===== src/rtl/amba_apb_mem_slave.sv =====
// APB3 memory slave: word storage, programmable wait states, pslverr on bad address.
// Optional byte-lane write strobes are enabled by defining AMBA_APB_PSTRB_EN.
module amba_apb_mem_slave #(
    parameter int DATA_WIDTH  = 32,
    parameter int ADDR_WIDTH  = 32,
    parameter int DEPTH       = 64,
    parameter int WAIT_STATES = 0
) (
    input  logic                    pclk,
    input  logic                    preset,
    input  logic                    psel,
    input  logic                    penable,
    input  logic                    pwrite,
    input  logic [ADDR_WIDTH-1:0]   paddr,
    input  logic [DATA_WIDTH-1:0]   pwdata,
    input  logic [DATA_WIDTH/8-1:0] pstrb,
    output logic [DATA_WIDTH-1:0]   prdata,
    output logic                    pready,
    output logic                    pslverr
);

    localparam int IW = $clog2(DEPTH);
    localparam int NB = DATA_WIDTH / 8;

    localparam logic [1:0] IDLE   = 2'd0;
    localparam logic [1:0] SETUP  = 2'd1;
    localparam logic [1:0] ACCESS = 2'd2;

    logic [1:0]            state, state_nxt, cur_state;
    logic [3:0]            cnt, cnt_nxt;
    logic [DATA_WIDTH-1:0] mem [DEPTH];
    logic [DATA_WIDTH-1:0] wr_word;
    logic [IW-1:0]         idx;
    logic                  addr_err, complete, do_write;

    assign idx      = paddr[IW+1:2];
    assign addr_err = (paddr[1:0] != 2'b00) || ((paddr >> 2) >= ADDR_WIDTH'(DEPTH));
    assign complete = (state == ACCESS) && (cnt == 4'(WAIT_STATES));
    assign do_write = complete && psel && penable && pwrite && !addr_err;

    assign pready  = complete && !preset;
    assign pslverr = pready && addr_err;
    assign prdata  = (pready && !pwrite && !addr_err) ? mem[idx] : '0;

    // The setup phase is recognised in the cycle the master drives it, so
    // ACCESS is entered on the first penable edge and WAIT_STATES=0 takes 2 cycles.
    always_comb begin
        cur_state = state;
        if (state == IDLE && psel && !penable)
            cur_state = SETUP;
        state_nxt = IDLE;
        cnt_nxt   = cnt;
        case (cur_state)
            SETUP: begin
                state_nxt = ACCESS;
                cnt_nxt   = '0;
            end
            ACCESS: begin
                if (complete)
                    state_nxt = (psel && !penable) ? SETUP : IDLE;
                else if (!psel)
                    state_nxt = IDLE;
                else begin
                    state_nxt = ACCESS;
                    cnt_nxt   = cnt + 4'd1;
                end
            end
            default: state_nxt = IDLE;
        endcase
    end

`ifdef AMBA_APB_PSTRB_EN
    logic [DATA_WIDTH-1:0] bmask;
    for (genvar g = 0; g < NB; g++) begin : g_lane
        assign bmask[g*8 +: 8] = {8{pstrb[g]}};
    end
    assign wr_word = (mem[idx] & ~bmask) | (pwdata & bmask);
`else
    logic unused_pstrb;
    assign unused_pstrb = ^pstrb;
    assign wr_word      = pwdata;
`endif

    always_ff @(posedge pclk) begin
        if (preset) begin
            state <= IDLE;
            cnt   <= '0;
            for (int unsigned i = 0; i < DEPTH; i++)
                mem[IW'(i)] <= '0;
        end else begin
            state <= state_nxt;
            cnt   <= cnt_nxt;
            if (do_write)
                mem[idx] <= wr_word;
        end
    end

endmodule


===== config.mk =====
export PLATFORM = sky130hd
export DESIGN_NAME = amba_apb_mem_slave
export DESIGN_NICKNAME = d
export VERILOG_FILES = /design/src/rtl/amba_apb_mem_slave.sv
export SDC_FILE = /design/constraint.sdc
export NUM_CORES = 2
export LEC_CHECK = 0
export ABC_AREA = 1
export BUFFER_PORTS_ARGS = -buffer_cell sky130_fd_sc_hd__buf_2
export CAP_MARGIN = 20
export CELL_PAD_IN_SITES_DETAIL_PLACEMENT = 1
export CELL_PAD_IN_SITES_GLOBAL_PLACEMENT = 1
export CORE_UTILIZATION = 35
export CTS_CLUSTER_SIZE = 20
export DETAILED_ROUTE_END_ITERATION = 6
export PLACE_DENSITY_LB_ADDON = 0.1
export SYNTH_ARGS = -nofsm -noshare
export SYNTH_HDL_FRONTEND = slang
export SYNTH_SLANG_ARGS = --single-unit

===== constraint.sdc =====
create_clock -name pclk -period 7.4 [get_ports pclk]
set_input_delay 1.11 -clock pclk [delete_from_list [all_inputs] [get_ports pclk]]
set_output_delay 1.11 -clock pclk [all_outputs]
set_load 0.01 [all_outputs]

==> out/results.tsv <==
metric	value	unit
cts_buffers	241	
syn_area_per_cell	9.36	um2
r2r.worst_path.cells	10	
root_buffer	clkbuf_16	
via_per_inst	5.53	
hold_violations	0	
htreeDepth	4	
max_slew_margin	20.1	%
final-max-slew-violation-count	0	
final_nets	10100	
grt_pass1_vias	77500	
hold_depth	2	
drt_wl_total	390000	um
multiInputGateArea	29800	um2
dr.pass1.iters	5	
cts_tree	built	
place_congestion	0.821	
path_clk_slew	0.05	ns
finalCritPeriodShare	82.0	%
crit_arrival	4.96	ns
dieArea	281000	um2
cap_violations	0	
status	completed	
die_x	530	um
wl_per_cell	28.1	um
finalCriticalPeriod	6.07	ns
postCtsHoldBufs	0	
p_sw	6.86	mW
ys_types	31	
r2r_start	cnt[0]	
yosysSeqAreaShare	63.1	%
synth-seq-cells	2054	
max-vdd-ir-drop	0.000198	V
async_flop_share	0	%
grt_overflow	0	
ctsResizeCount	0	
fmax	165	MHz
initial_core_util	35.2	%
critPathRequiredTime	6.29	ns
io_buffers	102	
drc	0	
fp.dieH	530	um
placementRows	193	
internal-power	20.0	mW
grt_max_degree	179	
syn2layout_area_growth	12.2	%
grt_pass1_wl	563000	um
r2r_slack	3.70	ns
antenna_found_initial	12	
io_pins	107	
worst_setup_path_end_kind	primary output	
synth_edf_count	2048	
final_core_util	39.5	%
clockBufferDepth	4	
dr.first_iter.drc_count	7153	
power.leakage	40.2	nW
ys_warn_count	0	
r2r-end	mem[7][26]	
syn_area	97600	um2
register_area	61600	um2
powerDensity	245	nW/um2
post-cts-setup-buffer-count	0	
clock_skew	0.0577	ns
tightest_slew	1.20	ns
setup_violations	0	
ant_nets	0	
insertion_delay	0.93	ns
rsz0062_at_grt	false	
synthFlopType	edfxtp_1	
placed_cell_area	102000	um2
synthCells	10400	
syn_nets	10500	
min_to	state[0]	
track_usage	27.6	%
vias	77000	
cts.sinks	2054	
drive_above_1_share	8.14	%
fin_area	110000	um2
startpoint_type	primary input	
p_sw_share	25.5	%
worst_hold_path_type	in -> reg	
fin_setup_tns	0	ns
crit_fanout	98	
p_seq_share	49.3	%
min-delay-start	penable	
p_comb_share	8.6	%
clkPwrFrac	42.1	%
core_area	277000	um2
dpl.hpwl	220000	um
fillerInstances	31200	
crit_type	in -> out	
## cells in the final DEF, fill, tap and decap left out, types with 158 or more instances in the layout
cell,count
nor2_1,489
nand3_1,549
clkbuf_16,244
buf_4,222
nand2_1,3000
nand4_1,158
inv_1,692
nor3_1,2052
edfxtp_1,2048
o21ai_0,173
## flip-flops by register name (all words and copies together) (netlist names)
register and cells:
cnt 4, mem 2048, state 2
## how the worst max path moves through the flow
stage                        start         end  slack [ns]  cells after the start
after floorplan           paddr[3]  mem[11][0]        2.39                      8
after global placement    paddr[2]   prdata[1]        1.49                     14
after detailed placement  paddr[2]  prdata[23]        1.46                     15
after CTS                 paddr[2]  prdata[23]        1.44                     15
after global routing      paddr[2]  prdata[23]        1.29                     15
final                     paddr[2]   prdata[3]        1.33                     14
## power by group through the flow
| stage | sequential [mW] | clock, mW | combinational [mW] |
|---|---|---|---|
| 4_1_cts | 13.2 | 11.5 | 2.31 |
| 6_report | 13.2 | 11.3 | 2.30 |
| 5_1_grt | 13.3 | 11.9 | 2.47 |
| 3_3_place_gp | 13.5 | 0 | 2.28 |
| 2_1_floorplan | 13.5 | 0 | 1.24 |
| 3_5_place_dp | 13.5 | 0 | 2.30 |
## cell families after synthesis
group	count (synthesis)	share of synthesized area, %
and+or+nand+nor	6287	28.0
DFF	2054	63.1
buffers and inverters	1777	7.16
AOI/OAI and AO/OA	312	1.69
adders and majority gates	2	0.0256
## per-layer routing
metal	GRT usage, %	part of all wire, %	up-vias
met4	9.93	3.8	4
met2	44.8	47	2016
li1	-	-	34500
met3	2.67	4.9	507
met5	0	0.0064	-
met1	38.3	45	40000
## stage by stage
step / instances / hold slack, ns / power [mW] / setup slack (ns)
6_report: 13900 / 0.422 / 26.8 / 1.33
5_1_grt: 13900 / 0.392 / 27.6 / 1.29
2_1_floorplan: 10400 / 0.487 / 14.7 / 2.39
4_1_cts: 13900 / 0.350 / 27.0 / 1.44
3_5_place_dp: 13500 / 0.537 / 15.8 / 1.46
3_3_place_gp: 13500 / 0.512 / 15.7 / 1.49
## final cells by class
type	instances	area share, %
Multi-Input combinational cell	6601	27.2
Inverter	740	2.64
Sequential cell	2054	56.3
Tap cell	3705	4.23
Clock buffer	302	5.77
Clock inverter	126	0.821
Timing Repair Buffer	379	3.02
Antenna cell	6	0.0137
## cells in the mapped netlist, types with 2 or more instances
cell         n  area share, %
buf_2      251            1.3
o22ai_1      4          0.026
nor3_2       5          0.051
o21ai_0    232            1.2
edfxtp_1  2048             63
nand2_1   3000             12
o211ai_1     3          0.023
or2_2       15          0.096
inv_2       46           0.18
dfxtp_1      6           0.12
a21oi_1     38           0.19
nor2_2       3          0.019
inv_1      693            2.7
nor2_1     496            1.9
o21ai_1      6          0.031
buf_1       64           0.25
o21bai_1    27           0.21
nand4_1    158            1.0
clkbuf_1   721            2.8
ha_1         2          0.026
nor3_1    2054             11
nand3_1    551            2.8
## worst max-delay path, stage by stage
cell	delay, ns
buf_8	0.22
inv_8	0.79
buf_12	0.32
nor2_1	0.06
o21bai_1	0.15
nand2_1	0.06
nand2_1	0.05
nand2_1	0.06
nand2_1	0.06
nand2_1	0.06
nor2_1	0.70
nand2_1	0.32
nor2_1	0.44
buf_2	0.22
No activity file was read; power rests on OpenSTA's default activity.
